--- src/rtl/mmio_lsq_tracker_if.sv ---
// Request/response channel between the MMIO tracker (master) and the uncache unit (slave).
interface mmio_lsq_tracker_if #(
    parameter int ROB_W = 8
);
    logic             req_valid;
    logic [ROB_W-1:0] req_robidx;
    logic             req_ready;
    logic             resp_valid;

    modport master (output req_valid, output req_robidx, input req_ready, input resp_valid);
    modport slave  (input req_valid, input req_robidx, output req_ready, output resp_valid);
endinterface

--- src/rtl/mmio_lsq_tracker.sv ---
// Collects MMIO uop notifications from three LSQ lanes and issues them in order, one at a time.
// Optional duplicate-robIdx filtering is enabled by defining MMIO_TRACKER_DUP_FILTER_EN.
module mmio_lsq_tracker #(
    parameter int DEPTH = 8,
    parameter int ROB_W = 8,
    parameter int CNT_W = 8
) (
    input  logic                      clk,
    input  logic                      rst_n,
    input  logic                      io_lsq_mmio_0,
    input  logic                      io_lsq_mmio_1,
    input  logic                      io_lsq_mmio_2,
    input  logic [ROB_W-1:0]          io_lsq_uop_0_robIdx_value,
    input  logic [ROB_W-1:0]          io_lsq_uop_1_robIdx_value,
    input  logic [ROB_W-1:0]          io_lsq_uop_2_robIdx_value,
    input  logic                      flush,
    mmio_lsq_tracker_if.master        req_if,
    output logic                      busy,
    output logic [$clog2(DEPTH):0]    q_count,
    output logic                      overflow,
    output logic [CNT_W-1:0]          drop_cnt
);
    localparam int AW = $clog2(DEPTH);
    localparam int PW = AW + 1;
    localparam logic [PW:0] DEPTH_C = (PW+1)'(DEPTH);
    localparam logic [PW:0] ONE_C   = (PW+1)'(1);

    typedef enum logic [1:0] {IDLE, REQ, WAIT} state_t;

    state_t           state_q, state_d;
    logic [PW-1:0]    head_q, head_d, tail_q, tail_d;
    logic [PW-1:0]    count, count_d;
    logic [ROB_W-1:0] mem_q [DEPTH];
    logic             req_valid_q, req_valid_d;
    logic [ROB_W-1:0] req_robidx_q, req_robidx_d;
    logic             busy_q, busy_d;
    logic             overflow_q, overflow_d;
    logic [CNT_W-1:0] drop_cnt_q, drop_cnt_d;
    logic [CNT_W+1:0] drop_sum;
    logic             pop;
    logic [2:0]       lane_v, lane_keep, wr_en;
    logic [ROB_W-1:0] lane_idx [3];
    logic [AW-1:0]    wr_addr [3];
    logic [PW:0]      free_slots, n_store;
    logic [1:0]       n_drop;

    // Pointers carry an extra wrap bit, so tail - head is the exact occupancy (DEPTH when full).
    assign count = tail_q - head_q;

    always_comb begin
        lane_v      = {io_lsq_mmio_2, io_lsq_mmio_1, io_lsq_mmio_0};
        lane_idx[0] = io_lsq_uop_0_robIdx_value;
        lane_idx[1] = io_lsq_uop_1_robIdx_value;
        lane_idx[2] = io_lsq_uop_2_robIdx_value;
    end

`ifdef MMIO_TRACKER_DUP_FILTER_EN
    logic             last_vld_q, last_vld_d;
    logic [ROB_W-1:0] last_idx_q, last_idx_d;

    always_comb begin
        lane_keep = lane_v;
        for (int i = 0; i < 3; i++) begin
            if (last_vld_q && lane_idx[i] == last_idx_q)
                lane_keep[i] = 1'b0;
            if (state_q != IDLE && lane_idx[i] == req_robidx_q)
                lane_keep[i] = 1'b0;
            for (int j = 0; j < i; j++)
                if (lane_v[j] && lane_idx[j] == lane_idx[i])
                    lane_keep[i] = 1'b0;
        end
    end

    always_comb begin
        last_vld_d = last_vld_q;
        last_idx_d = last_idx_q;
        for (int i = 0; i < 3; i++)
            if (wr_en[i]) begin
                last_vld_d = 1'b1;
                last_idx_d = lane_idx[i];
            end
        if (flush) begin
            last_vld_d = 1'b0;
            last_idx_d = '0;
        end
    end

    always_ff @(posedge clk or posedge rst_n) begin
        if (rst_n) begin
            last_vld_q <= 1'b0;
            last_idx_q <= '0;
        end else begin
            last_vld_q <= last_vld_d;
            last_idx_q <= last_idx_d;
        end
    end
`else
    assign lane_keep = lane_v;
`endif

    always_comb begin
        state_d = state_q;
        pop     = 1'b0;
        case (state_q)
            IDLE: if (count != '0) begin
                state_d = REQ;
                pop     = 1'b1;
            end
            REQ: if (req_if.req_ready) state_d = WAIT;
            WAIT: if (req_if.resp_valid) begin
                if (count != '0) begin
                    state_d = REQ;
                    pop     = 1'b1;
                end else begin
                    state_d = IDLE;
                end
            end
            default: state_d = IDLE;
        endcase
        if (flush) begin
            state_d = IDLE;
            pop     = 1'b0;
        end
    end

    // A same-cycle pop frees its slot, so it counts toward the space offered to the lanes.
    always_comb begin
        free_slots = DEPTH_C - {1'b0, count} + {{PW{1'b0}}, pop};
        n_store    = '0;
        n_drop     = '0;
        wr_en      = '0;
        for (int i = 0; i < 3; i++) begin
            wr_addr[i] = '0;
            if (lane_keep[i] && !flush) begin
                if (n_store < free_slots) begin
                    wr_en[i]   = 1'b1;
                    wr_addr[i] = tail_q[AW-1:0] + n_store[AW-1:0];
                    n_store    = n_store + ONE_C;
                end else begin
                    n_drop = n_drop + 2'd1;
                end
            end
        end
    end

    always_comb begin
        head_d = head_q + {{AW{1'b0}}, pop};
        tail_d = tail_q + n_store[PW-1:0];
        if (flush) begin
            head_d = '0;
            tail_d = '0;
        end
        count_d    = tail_d - head_d;
        drop_sum   = {2'b00, drop_cnt_q} + {{CNT_W{1'b0}}, n_drop};
        drop_cnt_d = (drop_sum[CNT_W+1:CNT_W] != 2'b00) ? '1 : drop_sum[CNT_W-1:0];
        overflow_d = overflow_q | (n_drop != 2'b00);
    end

    always_comb begin
        req_valid_d  = (state_d == REQ);
        req_robidx_d = pop ? mem_q[head_q[AW-1:0]] : req_robidx_q;
        busy_d       = (state_d != IDLE) || (count_d != '0);
    end

    always_ff @(posedge clk or posedge rst_n) begin
        if (rst_n) begin
            state_q      <= IDLE;
            head_q       <= '0;
            tail_q       <= '0;
            req_valid_q  <= 1'b0;
            req_robidx_q <= '0;
            busy_q       <= 1'b0;
            overflow_q   <= 1'b0;
            drop_cnt_q   <= '0;
        end else begin
            state_q      <= state_d;
            head_q       <= head_d;
            tail_q       <= tail_d;
            req_valid_q  <= req_valid_d;
            req_robidx_q <= req_robidx_d;
            busy_q       <= busy_d;
            overflow_q   <= overflow_d;
            drop_cnt_q   <= drop_cnt_d;
        end
    end

    always_ff @(posedge clk) begin
        for (int i = 0; i < 3; i++)
            if (wr_en[i])
                mem_q[wr_addr[i]] <= lane_idx[i];
    end

    assign req_if.req_valid  = req_valid_q;
    assign req_if.req_robidx = req_robidx_q;
    assign busy              = busy_q;
    assign q_count           = count;
    assign overflow          = overflow_q;
    assign drop_cnt          = drop_cnt_q;
endmodule

--- src/flat_wrapper.sv ---
// flat-port wrapper written by rule: the top's interface ports become plain ports
module mmio_lsq_tracker_flat 
#(
    parameter int DEPTH = 8,
    parameter int ROB_W = 8,
    parameter int CNT_W = 8
)
  (clk, rst_n, io_lsq_mmio_0, io_lsq_mmio_1, io_lsq_mmio_2, io_lsq_uop_0_robIdx_value, io_lsq_uop_1_robIdx_value, io_lsq_uop_2_robIdx_value, flush, busy, q_count, overflow, drop_cnt, req_if_req_valid, req_if_req_robidx, req_if_req_ready, req_if_resp_valid);
  mmio_lsq_tracker_if #(.ROB_W(ROB_W)) req_if_i ();
  input  logic clk;
  input  logic rst_n;
  input  logic io_lsq_mmio_0;
  input  logic io_lsq_mmio_1;
  input  logic io_lsq_mmio_2;
  input  logic [ROB_W-1:0] io_lsq_uop_0_robIdx_value;
  input  logic [ROB_W-1:0] io_lsq_uop_1_robIdx_value;
  input  logic [ROB_W-1:0] io_lsq_uop_2_robIdx_value;
  input  logic flush;
  output logic busy;
  output logic [$clog2(DEPTH):0] q_count;
  output logic overflow;
  output logic [CNT_W-1:0] drop_cnt;
  output wire logic [$bits(req_if_i.req_valid)-1:0] req_if_req_valid;
  output wire logic [$bits(req_if_i.req_robidx)-1:0] req_if_req_robidx;
  input wire logic [$bits(req_if_i.req_ready)-1:0] req_if_req_ready;
  input wire logic [$bits(req_if_i.resp_valid)-1:0] req_if_resp_valid;
  assign req_if_req_valid = req_if_i.req_valid;
  assign req_if_req_robidx = req_if_i.req_robidx;
  assign req_if_i.req_ready = req_if_req_ready;
  assign req_if_i.resp_valid = req_if_resp_valid;
  mmio_lsq_tracker #(.DEPTH(DEPTH), .ROB_W(ROB_W), .CNT_W(CNT_W)) u_core (.clk(clk), .rst_n(rst_n), .io_lsq_mmio_0(io_lsq_mmio_0), .io_lsq_mmio_1(io_lsq_mmio_1), .io_lsq_mmio_2(io_lsq_mmio_2), .io_lsq_uop_0_robIdx_value(io_lsq_uop_0_robIdx_value), .io_lsq_uop_1_robIdx_value(io_lsq_uop_1_robIdx_value), .io_lsq_uop_2_robIdx_value(io_lsq_uop_2_robIdx_value), .flush(flush), .req_if(req_if_i), .busy(busy), .q_count(q_count), .overflow(overflow), .drop_cnt(drop_cnt));
endmodule
--- config.mk ---
export PLATFORM = sky130hd
export DESIGN_NAME = mmio_lsq_tracker_flat
export DESIGN_NICKNAME = d
export VERILOG_FILES = /design/src/rtl/mmio_lsq_tracker_if.sv /design/src/rtl/mmio_lsq_tracker.sv /design/src/flat_wrapper.sv
export SDC_FILE = /design/constraint.sdc
export NUM_CORES = 1
export LEC_CHECK = 0
export ABC_AREA = 0
export CAP_MARGIN = 20
export CORE_UTILIZATION = 25
export CTS_BUF_LIST = sky130_fd_sc_hd__clkbuf_8
export CTS_CLUSTER_SIZE = 8
export DETAILED_ROUTE_END_ITERATION = 7
export SLEW_MARGIN = 10
export SYNTH_ARGS = -nofsm -noshare
export SYNTH_HDL_FRONTEND = slang
export SYNTH_SLANG_ARGS = --single-unit
export TNS_END_PERCENT = 5
--- constraint.sdc ---
create_clock -name clk -period 20.6 [get_ports clk]
set_input_delay 4.12 -clock clk [delete_from_list [all_inputs] [get_ports clk]]
set_output_delay 4.12 -clock clk [all_outputs]
set_load 0.01 [all_outputs]
==> results of run 1 <==
-- per-layer routing --
metal / GRT usage (%) / up-vias / share of wire [%] / routed length, µm
li1: - / 2780 / - / -
met1: 21.9 / 2952 / 42 / 9450
met2: 25.5 / 340 / 47 / 10500
met3: 2.59 / 38 / 8.5 / 1890
met4: 5.39 / 2 / 2.1 / 473
met5: 0 / - / 0.058 / 13
-- power by group through the flow --
stage	logic (mW)	clock network, mW	registers [mW]
2_1_floorplan	0.416	0	0.291
3_3_place_gp	0.581	0	0.295
3_5_place_dp	0.588	0	0.297
4_1_cts	0.591	0.124	0.292
5_1_grt	0.647	0.132	0.298
6_report	0.600	0.121	0.291
-- state kept, by name, indices dropped and copies added (netlist names) --
signal                    cells
u_core.mem_q                 64
u_core.drop_cnt               8
u_core.req_if.req_robidx      8
u_core.head_q                 4
u_core.tail_q                 4
u_core.state_q                2
u_core.busy                   1
u_core.overflow               1
u_core.req_if.req_valid       1
-- layout make-up --
cell class              count  area [µm²]  share of cell area [%]
multi-input cells         503        3690                    47.8
flip-flops and latches     93        2650                    34.3
repair buffers             74         694                    9.00
well taps                 335         419                    5.43
clock buffers               9         124                    1.61
inverters                  23        86.3                    1.12
clock inverters             7        57.6                   0.746
-- path summary, 6_finish.rpt --
check	startpoint	to	slack (ns)	depth (start not counted)
worst max register to register	u_core.head_q[2]	u_core.busy	12.59	30
worst min register to register	u_core.drop_cnt[4]	u_core.drop_cnt[4]	0.55	1
min in group asynchronous	rst_n	u_core.head_q[1]	4.11	3
worst min-delay path	u_core.drop_cnt[4]	u_core.drop_cnt[4]	0.55	1
worst max-delay path	flush	u_core.busy	10.84	27
max in group asynchronous	rst_n	u_core.head_q[2]	16.17	3
-- worst max-delay path, stage by stage --
cell and delay [ns]:
clkdlybuf4s50_1 0.40, buf_4 0.20, a2111oi_4 0.43, inv_1 0.10, ha_1 0.22, inv_1 0.06
ha_1 0.17, o21ai_0 0.09, mux2_4 0.34, o22ai_1 0.23, a21oi_2 0.13, ha_1 0.28
a21oi_1 0.27, a211oi_4 0.07, buf_4 0.34, a221o_1 0.41, a21oi_1 0.13, ha_1 0.19
inv_1 0.06, fa_1 0.47, nor2_1 0.05, ha_1 0.32, a21o_1 0.18, a21oi_1 0.16
xnor2_1 0.15, xnor2_1 0.07, or4_1 0.39
-- synthesized netlist by cell type, types with 2 or more instances --
cell type	count	area share, %
a31oi_1	75	6.9
nand3_1	71	5.2
a2111oi_0	64	8.3
edfxtp_1	64	28
nand2_1	39	2.2
buf_2	35	2.6
o21ai_0	35	2.6
o21ai_1	31	2.3
dfrtp_1	29	11
clkbuf_1	28	1.5
inv_1	22	1.2
nor2_1	22	1.2
ha_1	21	3.9
mux4_2	16	5.3
nand2b_1	14	1.3
a211o_1	11	1.4
a21oi_1	11	0.81
xnor2_1	9	1.2
xor2_1	9	1.2
nor3_1	8	0.59
o311ai_0	8	1.0
buf_6	7	1.2
nor2b_1	6	0.55
and2_1	4	0.37
buf_4	4	0.44
fa_1	4	1.2
a21o_1	3	0.33
and3_1	3	0.28
nand3b_1	3	0.33
a211oi_2	2	0.37
a21oi_2	2	0.26
a221oi_1	2	0.26
and4_1	2	0.26
buf_1	2	0.11
nand3_2	2	0.29
or3_1	2	0.18
-- cells by family after synthesis --
group | count (synthesis) | synth area share [%]
buffers and inverters | 99 | 7.11
muxes | 19 | 5.84
xor gates and xnor gates | 19 | 2.56
AOI/OAI and AO/OA | 253 | 26.1
adders and majority gates | 25 | 5.05
DFF | 93 | 39.0
and+or+nand+nor | 187 | 14.4
-- placed cells by master, fill, tap and decap left out, types with 2 or more instances in the layout --
master           instances
inv_6                    2
a31oi_1                 75
nor2_1                  22
or3_1                    2
clkdlybuf4s50_1         54
nor2b_1                  6
dfrtp_1                 29
a2111oi_0               64
nand2b_1                14
nand2_1                 39
o21ai_1                 31
and4_1                   2
nand3b_1                 3
a21oi_2                  2
a221oi_1                 2
nand3_1                 71
a211o_1                 11
mux4_2                  16
and2_1                   4
xor2_2                   2
and3_1                   3
xnor2_1                  8
o21ai_0                 35
buf_4                   19
ha_1                    21
a21oi_1                 11
inv_1                   22
clkinv_4                 2
a21o_1                   3
xor2_1                   8
edfxtp_1                64
o311ai_1                 8
nor3_1                   8
clkbuf_8                 9
nand3_2                  2
fa_1                     4
-- per-stage QoR --
stage / cell area (µm²) / cells / power (mW) / hold slack [ns]
6_report: 7710 / 1044 / 1.01 / 0.553
5_1_grt: 7710 / 1044 / 1.08 / 0.583
4_1_cts: 7700 / 1043 / 1.01 / 0.546
3_5_place_dp: 7520 / 1027 / 0.885 / 0.520
3_3_place_gp: 7520 / 1027 / 0.875 / 0.515
2_1_floorplan: 6790 / 695 / 0.706 / 0.472
==> results by group, run 1 <==
Global route
  • GRT overflow: 0
  • First-pass GRT wire length: 34400 µm
  • Vias in the first global route: 5716
  • Largest net degree at the start of global routing: 78
  • Initial antenna violation count: 1
  • GRT Util Overall: 16.0%

STA
  • Final Setup Violations: 0
  • Slew margin rel.: 32.6%
  • Final Max Tran Viols: 0
  • Slew @ Worst Pin: 0.996 ns
  • Setup TNS Final: 0 ns
  • Final period utilization: 47.4%
  • Final hold viol count: 0
  • Final Skew: 0.0235 ns
  • RSZ-0062 raised after global routing: no
  • Period minus WS final: 9.76 ns
  • Slack of the critical path: 10.84 ns
  • Fmax: 0.102 GHz

Min path
  • Min-delay worst type: reg -> reg

Synth
  • Mapped Nets: 752
  • Synth Cell Area: 6790 µm²
  • Sequential area share after synthesis: 39.0%
  • Netlist cell types: 61
  • #FFs+latches synth: 93
  • Syn_area_per_cell: 9.78 µm²
  • Asr flop ratio synth: 31.2%
  • Synth Warn #: 0
  • Post-synth EDFFs: 64
  • Cell count after synthesis: 695
  • Post-synth top flop: edfxtp_1

Power
  • Combinational share of power: 59.3%
  • Switch share: 48.8%
  • Clk pwr share: 12.0%
  • Sw power: 0.494 mW
  • PD cells: 131 nW/µm²
  • Maximum vdd ir drop: 0.0000787 V
  • Sequential power share: 28.8%
  • Leak: 2.40 nW
  • Internal: 0.519 mW

Setup path
  • Worst EP required: 20.89 ns
  • Startpoint types: input port
  • Crit path DAT: 10.05 ns
  • Crit end category: flop
  • Crit-path max FO: 76
  • Critical path type: in -> reg

Placement
  • IO Port Bufs: 54
  • Post-Place Worst Slack: 9.81 ns
  • GPL Wtd Cong: 0.851
  • HPWL after DPL: 14700 µm

Route
  • Vias per inst: 5.85
  • Pre-Repair DR Iteration Count: 6
  • Detail Route Antenna Nets: 0
  • Routed via count: 6112
  • Total Wirelength: 22300 µm
  • DR iter-0 viols: 745
  • DRC Markers: 0
  • WL/cell: 21.4 µm

Clocking
  • Max clock buf depth: 2
  • CTS root buf: clkbuf_8
  • CTS Hold Bufs: 0
  • Total clock sinks: 93
  • Cts bufs inserted: 9
  • Post-CTS sizing: 0
  • Post-CTS setup buffers: 0
  • Clock transition at path regs: 0.11 ns
  • H-tree depth: 3
  • Clock latency on the worst-skew pair: 0.40 ns
  • TritonCTS clock tree: yes

Cells and area
  • Nets: 761
  • Area growth syn-to-layout: 13.6%
  • # diodes: 0
  • Layout cells sized above 1: 9.87%
  • Util after Layout: 29.3%
  • Fillers: 2746

Run
  • Max-cap violations: 0

Die
  • Core Rows: 59
  • Die width: 167 µm
  • Initial Util: 25.8%
  • CORE AREA: 26400 µm²
  • # IOs: 55
  • Total die area: 27800 µm²
  • Height of the chip: 167 µm

Status
  • Status: completed
Note: power is estimated with default switching activity, not from simulation.
==> run 2: changes to the inputs <==
==> constraint.sdc (replaced) <==
create_clock -name clk -period 9.5 [get_ports clk]
set_input_delay 1.9 -clock clk [delete_from_list [all_inputs] [get_ports clk]]
set_output_delay 1.9 -clock clk [all_outputs]
set_load 0.01 [all_outputs]
==> run 2 against run 1 <==
Compared with the run above:
- combinational power is 120% higher
- design area up 0.39%
- clock skew is 0.0028 ns lower
- die area did not move
- worst setup slack got worse by 9.3 ns
- largest power group unchanged
==> results by group, run 2 (synthesized netlist as in run 1, its figures left out) <==
Cells and area
  • Nets: 763
  • Most frequent cells in the layout: a31oi_1 (75), nand3_1 (71), a2111oi_0 (64), edfxtp_1 (64), clkdlybuf4s50_1 (54)
  • Commonest non-fill, non-tap cell in the layout: a31oi_1
  • Layout cells sized above 1: 10.1%
  • Area growth syn-to-layout: 14.0%
  • Fin cells: 1047
  • Final Cell Area: 7740 µm²
  • Largest register FFs: 64

Placement
  • HPWL after DPL: 14800 µm
  • Placed cell area: 7540 µm²
  • IO Port Bufs: 54
  • GPL Wtd Cong: 0.857
  • Placed cells: 1030

Clocking
  • Cts bufs inserted: 9
  • CTS Hold Bufs: 0
  • Post-CTS setup buffers: 0
  • Clock latency on the worst-skew pair: 0.41 ns
  • CTS root buf: clkbuf_8
  • TritonCTS clock tree: yes
  • Post-CTS sizing: 0
  • Clock transition at path regs: 0.12 ns
  • H-tree depth: 3
  • Total clock sinks: 93
  • Max clock buf depth: 2

STA
  • Final period utilization: 83.6%
  • Period minus WS final: 7.94 ns
  • Hold WS: 0.546 ns
  • Final Skew: 0.0207 ns
  • Fmax: 0.126 GHz
  • Final Setup Violations: 0
  • Slew margin rel.: 22.4%
  • RSZ-0062 raised after global routing: no
  • Setup TNS Final: 0 ns
  • Slew @ Worst Pin: 1.15 ns
  • Final Max Tran Viols: 0
  • Final hold viol count: 0

Setup path
  • Worst EP required: 9.80 ns
  • R2R Path Start: u_core.head_q[2]
  • Crit-path max FO: 74
  • Worst reg2reg setup slack: 1.56 ns
  • R2R depth: 28
  • Crit path DAT: 8.24 ns
  • R2R Path End: u_core.busy
  • Critical path type: reg -> reg
  • Crit-path max cell delay: 0.63 ns
  • Crit end category: flop
  • CP dominant cell by count: ha_1
  • Crit-path slowest cell: dfrtp_1
  • CP startpoint: u_core.head_q[2]
  • Crit path to: u_core.busy
  • Startpoint types: flop

Die
  • Initial Util: 25.8%
  • Die width: 167 µm
  • # IOs: 55
  • Total die area: 27800 µm²
  • CORE AREA: 26400 µm²
  • Core Rows: 59
  • Height of the chip: 167 µm

Min path
  • Hold path depth: 1
  • Min-delay worst type: reg -> reg
  • HP Start: u_core.drop_cnt[4]

Global route
  • Largest net degree at the start of global routing: 77
  • Vias in the first global route: 5714
  • GRT overflow: 0
  • Initial antenna violation count: 0
  • GRT Util Overall: 16.0%
  • First-pass GRT wire length: 34200 µm

Route
  • Total Wirelength: 22300 µm
  • Routed via count: 6175
  • Vias per inst: 5.90
  • Detail Route Antenna Nets: 0
  • DRC Markers: 0
  • DR iter-0 viols: 787
  • Pre-Repair DR Iteration Count: 5
  • WL/cell: 21.3 µm

Power
  • Combinational share of power: 59.3%
  • Clk pwr share: 12.5%
  • Switch share: 49.2%
  • PD cells: 287 nW/µm²
  • Leak: 2.42 nW
  • Sequential power share: 28.2%
  • Sw power: 1.09 mW
  • Maximum vdd ir drop: 0.000132 V
  • Total power: 2.22 mW
  • Internal: 1.13 mW

Status
  • Status: completed

Run
  • Max-cap violations: 0
==> run 2: metrics by stage <==
step	worst slack (ns)	util, %
after floorplan	2.27	-
after global placement	1.56	28.6
after detailed placement	1.43	28.6
after CTS	1.60	29.4
after global routing	1.04	29.4
final	1.56	29.4
==> run 2: worst min path at each step <==
stage | slack [ns] | endpoint
finish | 0.55 | u_core.drop_cnt[4]
global route | 0.57 | u_core.req_if.req_valid
CTS | 0.55 | u_core.drop_cnt[4]
detailed placement | 0.53 | u_core.drop_cnt[4]
global placement | 0.52 | u_core.drop_cnt[4]
floorplan | 0.47 | u_core.req_if.req_valid
==> run 2: final cells by class <==
type                       count  area, µm²
multi-input combinational    503       3690
inverter                      23       86.3
clock inverter                 7       73.8
tap                          335        419
fill                        2727      18600
sequential                    93       2650
timing repair buffer          76        706
clock buffer                   9        124
antenna                        1       2.50
==> run 2: worst max-delay path: cells and delay by family, from the launching register on <==
kind | cells | cell delay (ns)
and+or+nand+nor | 6 | 1.74
muxes | 1 | 0.26
buffers and inverters | 5 | 1.43
DFF | 1 | 0.63
AOI/OAI and AO/OA | 8 | 1.60
xor gates and xnor gates | 2 | 0.23
adders and majority gates | 6 | 1.95
==> run 2: layer usage <==
metal | track usage [%] | vias up | routed length (µm)
li1 | - | 2788 | -
met1 | 21.3 | 2993 | 9300
met2 | 24.5 | 345 | 10200
met3 | 2.73 | 49 | 1840
met4 | 8.70 | 0 | 926
met5 | 0 | - | 0
==> run 2: power groups by stage <==
stage	logic (mW)	registers (mW)	clock network (mW)
2_1_floorplan	0.901	0.631	0
3_3_place_gp	1.28	0.635	0
3_5_place_dp	1.29	0.638	0
4_1_cts	1.30	0.629	0.283
5_1_grt	1.42	0.641	0.298
6_report	1.32	0.627	0.278
==> run 3: changes to the inputs <==
==> constraint.sdc (replaced) <==
create_clock -name clk -period 7.38 [get_ports clk]
set_input_delay 1.476 -clock clk [delete_from_list [all_inputs] [get_ports clk]]
set_output_delay 1.476 -clock clk [all_outputs]
set_load 0.01 [all_outputs]
==> run 3 against run 2 <==
Compared with the run above:
- power grew 29%
- critical path type unchanged
- highest routed layer unchanged
- routed wire length grew 2.1%
- register-to-register slack worse by 1.1 ns
- largest cell class unchanged
- non-clock buffer count is 10 higher
- critical endpoint unchanged
==> results by group, run 3 (synthesized netlist as in run 1, its figures left out) <==
Status
  • Status: completed

Clocking
  • Clock transition at path regs: 0.11 ns
  • Cts bufs inserted: 9
  • Clock latency on the worst-skew pair: 0.40 ns
  • CTS root buf: clkbuf_8
  • Max clock buf depth: 2
  • TritonCTS clock tree: yes
  • Post-CTS setup buffers: 0
  • Total clock sinks: 93
  • H-tree depth: 3

Global route
  • Initial antenna violation count: 0
  • Vias in the first global route: 5811
  • GRT overflow: 0
  • GRT Util Overall: 16.1%
  • First-pass GRT wire length: 34800 µm
  • Largest net degree at the start of global routing: 76

Power
  • Clk pwr share: 12.0%
  • Combinational share of power: 60.2%
  • Internal: 1.47 mW
  • Maximum vdd ir drop: 0.000286 V
  • Switch share: 49.0%
  • PD cells: 369 nW/µm²
  • Sw power: 1.41 mW
  • Sequential power share: 27.8%
  • Leak: 2.46 nW

Cells and area
  • Most frequent cells in the layout: a31oi_1 (75), nand3_1 (71), a2111oi_0 (64), edfxtp_1 (64), clkdlybuf4s50_1 (54)
  • Layout cells sized above 1: 11.4%
  • Area growth syn-to-layout: 14.9%
  • Util after Layout: 29.6%
  • Commonest non-fill, non-tap cell in the layout: a31oi_1
  • Fillers: 2742
  • Nets: 773
  • Largest register FFs: 64
  • Fin cells: 1056
  • # diodes: 0

Route
  • Top Metal Used: met4
  • WL/cell: 21.5 µm
  • M1 wire length: 9660 µm
  • Met2 wire length: 10400 µm
  • Pre-Repair DR Iteration Count: 5
  • DR iter-0 viols: 778
  • Total Wirelength: 22700 µm
  • DRC Markers: 0
  • Detail Route Antenna Nets: 0
  • Met3 Wirelength: 2050 µm
  • Routed via count: 6231
  • Vias per inst: 5.90

STA
  • Period minus WS final: 6.88 ns
  • Final period utilization: 93.2%
  • Slew @ Worst Pin: 1.07 ns
  • Slew margin rel.: 27.6%
  • Final hold viol count: 0
  • Final Max Tran Viols: 0
  • Final Setup Violations: 0
  • Setup TNS Final: 0 ns
  • Final Skew: 0.0168 ns
  • Fmax: 0.145 GHz
  • Slack of the critical path: 0.499 ns
  • RSZ-0062 raised after global routing: no

Die
  • Die width: 167 µm
  • Core Rows: 59
  • CORE AREA: 26400 µm²
  • Height of the chip: 167 µm
  • Initial Util: 25.8%
  • # IOs: 55
  • Total die area: 27800 µm²

Placement
  • Post-Place Worst Slack: 0.310 ns
  • IO Port Bufs: 54
  • GPL Wtd Cong: 0.874
  • Placed cells: 1040
  • HPWL after DPL: 14900 µm

Setup path
  • Critical path type: reg -> reg
  • Crit-path max FO: 11
  • Crit path DAT: 7.16 ns
  • Worst EP required: 7.66 ns
  • Startpoint types: flop
  • Crit end category: flop

Min path
  • Min-delay worst type: reg -> reg

Run
  • Max-cap violations: 0
-- run 3: worst paths after layout --
kind,from,to,slack [ns],depth (start not counted)
worst max-delay path,u_core.tail_q[2],u_core.busy,0.50,27
worst min-delay path,u_core.state_q[1],u_core.req_if.req_valid,0.55,1
worst max register to register,u_core.tail_q[2],u_core.busy,0.50,27
worst min register to register,u_core.state_q[1],u_core.req_if.req_valid,0.55,1
max in group asynchronous,rst_n,u_core.tail_q[0],5.63,3
min in group asynchronous,rst_n,u_core.req_if.req_robidx[2],1.45,3
-- run 3: worst max-delay path, cell delays in order (launching register included) --
cell and delay [ns]:
dfrtp_1 0.71, ha_1 0.39, and3b_1 0.24, o21ai_4 0.27
nand2_1 0.25, a2111oi_4 0.37, inv_1 0.08, ha_1 0.20
inv_1 0.06, ha_1 0.28, nor4_1 0.40, or3_1 0.21
a21oi_2 0.10, ha_1 0.28, a21oi_1 0.30, a211oi_4 0.10
a221o_1 0.33, a21oi_1 0.13, ha_1 0.18, inv_1 0.05
fa_1 0.42, nor2_1 0.16, ha_1 0.28, a21o_1 0.18
a21oi_1 0.16, xnor2_1 0.15, xnor2_1 0.08, or4_1 0.40
-- run 3: per-layer routing --
metal	up-vias	GRT usage [%]
met4	0	7.13
met1	3018	22.4
li1	2802	-
met5	-	0
met3	57	2.92
met2	354	24.3
-- run 3: through the flow --
stage	hold slack [ns]	power, mW	instance area [µm²]
after floorplan	0.472	1.97	6790
after global placement	0.524	2.49	7620
after detailed placement	0.506	2.50	7620
after CTS	0.535	2.85	7800
after global routing	0.584	3.04	7800
final	0.551	2.88	7800
-- run 3: what timing repair did --
item | CTS | global route
hold buffers | 0 | 0
setup endpoints to repair | 0 | 1
resized for setup | 0 | 1
-- run 3: area by class of cell --
cell class / instances / area (µm²) / share of cell area [%]
inverter: 23 / 90.1 / 1.15
timing repair buffer: 86 / 781 / 10.0
clock inverter: 6 / 43.8 / 0.561
sequential: 93 / 2650 / 33.9
clock buffer: 10 / 138 / 1.76
tap: 335 / 419 / 5.37
multi-input combinational: 503 / 3690 / 47.2
-- run 3: power by group through the flow --
stage	Combinational [mW]	Sequential, mW	Clock (mW)
6_report	1.73	0.801	0.345
5_1_grt	1.86	0.816	0.363
4_1_cts	1.70	0.802	0.347
3_5_place_dp	1.69	0.814	0
3_3_place_gp	1.68	0.810	0
2_1_floorplan	1.16	0.812	0
==> RTL edit 1, RTL diff (config.mk and constraints of run 2) <==
`DEPTH` is set to 8 in 2 places; all go to 16.
--- a/src/rtl/mmio_lsq_tracker.sv
+++ b/src/rtl/mmio_lsq_tracker.sv
@@ -2,5 +2,5 @@
 // Optional duplicate-robIdx filtering is enabled by defining MMIO_TRACKER_DUP_FILTER_EN.
 module mmio_lsq_tracker #(
-    parameter int DEPTH = 8,
+    parameter int DEPTH = 16,
     parameter int ROB_W = 8,
     parameter int CNT_W = 8
--- a/src/flat_wrapper.sv
+++ b/src/flat_wrapper.sv
@@ -2,5 +2,5 @@
 module mmio_lsq_tracker_flat 
 #(
-    parameter int DEPTH = 8,
+    parameter int DEPTH = 16,
     parameter int ROB_W = 8,
     parameter int CNT_W = 8
Ports: changed (resized q_count); port bits go from 55 to 56. The function was not compared with the original's and may differ.
==> RTL edit 1 against run 2 <==
  * Fmax decreased by 3.3%
  * Die area increased by 62%
  * Worst hold slack got worse by 0.077 ns
  * First-iteration DRC count increased by 110%
  * Wire length increased by 80%
  * Critical path depth decreased by 3
  * Cell count increased by 66%
  * Via count increased by 63%
  * Critical path type unchanged
  * Final area increased by 61%
  * Area after synthesis increased by 63%
  * Total power increased by 24%
  * Sequential cell count increased by 66
  * Worst setup slack got worse by 0.27 ns
  * Global-route usage increased by 1.9 points
==> RTL edit 1: results (changes against run 2) <==
status: finished, final reports clean (unchanged)
layout cells sized above 1: 10.28% (was 10.13%)
max FFs per register: 128 (was 64)
H-tree levels: 4 (was 3)
Clock transition at path regs: 0.11 ns
Routed Wire Length: 40050 um (was 22270 um)
Post-synth EDFFs: 128 (was 64)
# diodes: 0 (was 1)
CP peak stage delay: 0.89 ns (was 0.63 ns)
Worst-Margin Slew: 1.174 ns (was 1.146 ns)
first-pass GRT wire length: 60200 um (was 34240 um)
R2R Setup Slk: 1.28 ns (was 1.56 ns)
Iter 0 DRT Violations: 1627 (was 787)
async set-reset flop share out of synthesis: 19.50% (was 31.18%)
Post-DP HPWL: 27480 um (was 14770 um)
largest net degree at the start of global routing: 161 (was 77)
main area contributors after synthesis: edfxtp_1 (35%), mux4_2 (8.2%), a31oi_1 (7.4%) (was edfxtp_1 (28%), dfrtp_1 (11%), a2111oi_0 (8.3%))
Clock Path Buffers: 2 (unchanged)
syn_nets: 1224 (was 752)
end point of the critical path: u_core.mem_q[14][1] (was u_core.busy)
clock period minus worst slack: 8.216 ns (was 7.941 ns)
Synth area leader: edfxtp_1 (unchanged)
GR Util All Layers: 17.89% (was 15.96%)
CP max FO: 15 (was 74)
met1 Use GR: 24.65% (was 21.31%)
Initial DRT Pass Iterations: 6 (was 5)
HP Start: u_core.overflow (was u_core.drop_cnt[4])
DP Worst Slack: 1.078 ns (was 1.428 ns)
Post-synth top cells: a31oi_1 (131), nor3_1 (131), edfxtp_1 (128) (was a31oi_1 (75), nand3_1 (71), a2111oi_0 (64), edfxtp_1 (64), nand2_1 (39))
Slowest cell on crit path: dfrtp_1 (unchanged)
Final Skew: 0.01968 ns (was 0.02069 ns)
post-synthesis sequential area ratio: 41.83% (was 38.97%)
GR Layer Usage met2: 26.95% (was 24.52%)
Skew-Pair Late Insertion Delay: 0.48 ns (was 0.41 ns)
R2R cell count: 25 (was 28)
CTS buffer count: 17 (was 9)
placer congestion estimate: 0.9909 (was 0.8565)
DR vias/cell: 5.784 (was 5.898)
filler cell count: 4519 (was 2727)
vias in the first global route: 9532 (was 5714)
Post-CTS Setup Bufs: 0 (unchanged)
placed inst area: 12010 um^2 (was 7545 um^2)
Leakage: 0.003878 uW (was 0.002418 uW)
Largest delay share family, worst path: simple AND/OR/NAND/NOR gates (was adder cells)
met3 Use GR: 4.298% (was 2.733%)
maximum VDD drop: 0.1722 mV (was 0.1318 mV)
Worst Path Arrival: 8.33 ns (was 8.24 ns)
critical path startpoint: u_core.tail_q[2] (was u_core.head_q[2])
Yosys cell types: 54 (was 61)
Worst Hold Path EP: u_core.overflow (was u_core.drop_cnt[4])
IO buf count: 55 (was 54)
PostCTS Resize Cnt: 0 (unchanged)
## RTL edit 1: metal layers
layer  vias to the layer above  wire length, um
li1                       4465                -
met1                      4892            16650
met2                       632            17490
met3                        92             4748
met4                         0             1159
met5                         -                0
## RTL edit 1: final cells by class
type	instances	area [um^2]	area share, %
multi-input cells	874	5907	47.38
clock inverters	15	195.2	1.565
flip-flops and latches	159	4621	37.06
well taps	585	732.0	5.871
repair buffers	70	690.7	5.539
inverters	23	88.84	0.7125
clock buffers	17	234.0	1.877
## RTL edit 1: worst reg2reg max path: cells and delay by family (launching register included)
family | cells | cell delay [ns]
compound gates | 7 | 1.98
flops | 1 | 0.89
fa+ha+maj | 6 | 1.93
buf+inv | 2 | 0.11
mux | 1 | 0.21
simple gates | 9 | 2.75
## RTL edit 1: stage by stage
stage | power (uW) | cells | util, % | hold WS [ns]
final | 2760 | 1743 | 28.75 | 0.4694
after global placement | 2155 | 1708 | 27.68 | 0.4444
after floorplan | 1767 | 1163 | - | 0.4728
after global routing | 2886 | 1743 | 28.75 | 0.4875
after detailed placement | 2181 | 1710 | 27.70 | 0.4523
after CTS | 2729 | 1742 | 28.69 | 0.4757
## RTL edit 1: kinds of logic (layout without fill, tap and decap cells)
group	Yosys count	count (layout)	share of synthesized area (%)
DFF	159	159	41.83
muxes	50	50	9.166
AOI/OAI and AO/OA	317	317	16.98
xor gates and xnor gates	23	23	2.017
buffers and inverters	130	125	4.883
and+or+nand+nor	455	455	21.56
adders and majority gates	29	29	3.558
## RTL edit 1: power by group
| group | internal [uW] | leakage, uW | switching, uW | total (uW) |
|---|---|---|---|---|
| clock | 226 | 0.000214 | 328 | 555 |
| combinational | 459 | 0.00211 | 820 | 1280 |
| sequential | 870 | 0.00155 | 56.6 | 927 |
==> RTL edit 2, RTL diff (settings of run 2) <==
Made on the original files. Register the output `q_count`; this adds one clock of latency there. The other outputs are not delayed to match.
--- a/src/rtl/mmio_lsq_tracker.sv
+++ b/src/rtl/mmio_lsq_tracker.sv
@@ -194,5 +194,7 @@
     assign req_if.req_robidx = req_robidx_q;
     assign busy              = busy_q;
-    assign q_count           = count;
+    always_ff @(posedge clk) begin
+        q_count <= count;
+    end
     assign overflow          = overflow_q;
     assign drop_cnt          = drop_cnt_q;
Check against the original RTL: not equivalent (a bounded check fails within 4 cycles, from zero or initial values and one cycle with rst_n high).
==> RTL edit 2 against run 2 <==
  * Final area fell by 3.1%
  * Global-route usage fell by 3.0 points
  * Worst setup slack improved by 0.11 ns
  * Clock power rose by 4%
  * Total power fell by 14%
  * Area after synthesis fell by 6.7%
  * Sequential cell count rose by 4
  * Wire length fell by 28%
  * Highest routed layer unchanged
==> RTL edit 2: results (changes against run 2) <==
placer congestion estimate: 0.7830 (was 0.8565)
Post-DP HPWL: 11350 um (was 14770 um)
XOR/XNOR Fraction of Synth Area: 2.488% (was 2.560%)
first-pass GRT wire length: 25180 um (was 34240 um)
largest net degree at the start of global routing: 30 (was 77)
Skew-Pair Late Insertion Delay: 0.39 ns (was 0.41 ns)
PostCTS Resize Cnt: 0 (unchanged)
Worst Path Arrival: 8.10 ns (was 8.24 ns)
CP peak stage delay: 0.70 ns (was 0.63 ns)
Clock transition at path regs: 0.10 ns (was 0.12 ns)
DP Worst Slack: 1.277 ns (was 1.428 ns)
layout cells sized above 1: 32.68% (was 10.13%)
Fin Hold WS: 0.5337 ns (was 0.5459 ns)
Comb. pwr: 989 uW (was 1320 uW)
GR Util All Layers: 12.92% (was 15.96%)
Initial DRT Pass Iterations: 4 (was 5)
Largest delay share family, worst path: compound AO/OA/AOI/OAI gates (was adder cells)
Final Skew: 0.01221 ns (was 0.02069 ns)
Avg Cell Area, Syn: 12.85 um^2 (was 9.776 um^2)
CP max FO: 18 (was 74)
Routed Wire Length: 16100 um (was 22270 um)
R2R cell count: 31 (was 28)
DR WL/cell: 18.22 um (was 21.27 um)
Synth Area in Compound Gates: 4.896% (was 26.11%)
total placed cells including tap cells: 867 (was 1030)
Yosys cell types: 55 (was 61)
Total Nets Final: 612 (was 763)
multiplexer share of the synthesized area: 29.62% (was 5.838%)
DR vias/cell: 4.730 (was 5.898)
Iter 0 DRT Violations: 202 (was 787)
Synth Area in Adders: 5.410% (was 5.046%)
FMAX: 0.1276 GHz (was 0.1259 GHz)
Seq. pwr: 634 uW (was 627 uW)
main area contributors after synthesis: edfxtp_1 (30%), mux2_2 (22%), dfrtp_1 (11%) (was edfxtp_1 (28%), dfrtp_1 (11%), a2111oi_0 (8.3%))
status: finished, final reports clean (unchanged)
P_clk: 289 uW (was 278 uW)
syn_nets: 550 (was 752)
placed inst area: 7298 um^2 (was 7545 um^2)
vias in the first global route: 4209 (was 5714)
async set-reset flop share out of synthesis: 29.90% (was 31.18%)
maximum VDD drop: 0.1340 mV (was 0.1318 mV)
Int Power: 1148 uW (was 1130 uW)
Post-synth top cells: mux2_2 (122), edfxtp_1 (64), nand2_1 (31) (was a31oi_1 (75), nand3_1 (71), a2111oi_0 (64), edfxtp_1 (64), nand2_1 (39))
# diodes: 0 (was 1)
R2R Setup Slk: 1.67 ns (was 1.56 ns)
==> RTL edit 2: changes by cell type after synthesis, moves of 20 or more <==
cell / run 2 / this run
a31oi_1: 75 / 11
o21ai_1: 31 / 1
mux2_2: 1 / 122
a2111oi_0: 64 / 1
nand3_1: 71 / 11
clkbuf_1: 28 / 8
o21ai_0: 35 / 1
buf_2: 35 / 0
==> RTL edit 2: worst reg2reg max path, delay by kind of cell, from the launching register on <==
kind	cells	cell delay, ns
AOI/OAI and AO/OA	9	2.22
and+or+nand+nor	8	1.94
xor gates and xnor gates	2	0.23
adders and majority gates	7	2.03
DFF	1	0.57
buffers and inverters	5	0.73
==> RTL edit 2: final cells by class <==
| cell class | count | area [um^2] |
|---|---|---|
| Clock buffer | 9 | 123.9 |
| Multi-Input combinational cell | 359 | 3475 |
| Tap cell | 324 | 405.4 |
| Sequential cell | 97 | 2728 |
| Timing Repair Buffer | 62 | 604.3 |
| Inverter | 26 | 97.59 |
| Clock inverter | 7 | 71.32 |
| Fill cell | 2512 | 17100 |
==> RTL edit 2: final timing paths <==
kind                                    from                          end
max in group asynchronous              rst_n           u_core.drop_cnt[7]
setup reg to reg            u_core.head_q[2]                  u_core.busy
hold / removal             u_core.state_q[1]      u_core.req_if.req_valid
hold reg to reg            u_core.state_q[1]      u_core.req_if.req_valid
min in group asynchronous              rst_n  u_core.req_if.req_robidx[0]
setup / recovery            u_core.head_q[2]                  u_core.busy
==> RTL edit 2: routing by layer <==
| metal | part of all wire [%] | up-vias | track usage, % |
|---|---|---|---|
| li1 | - | 2000 | - |
| met3 | 5.7 | 17 | 3.005 |
| met4 | 1.8 | 0 | 3.945 |
| met2 | 47 | 95 | 20.38 |
| met5 | 0 | - | 0 |
| met1 | 46 | 2069 | 17.50 |
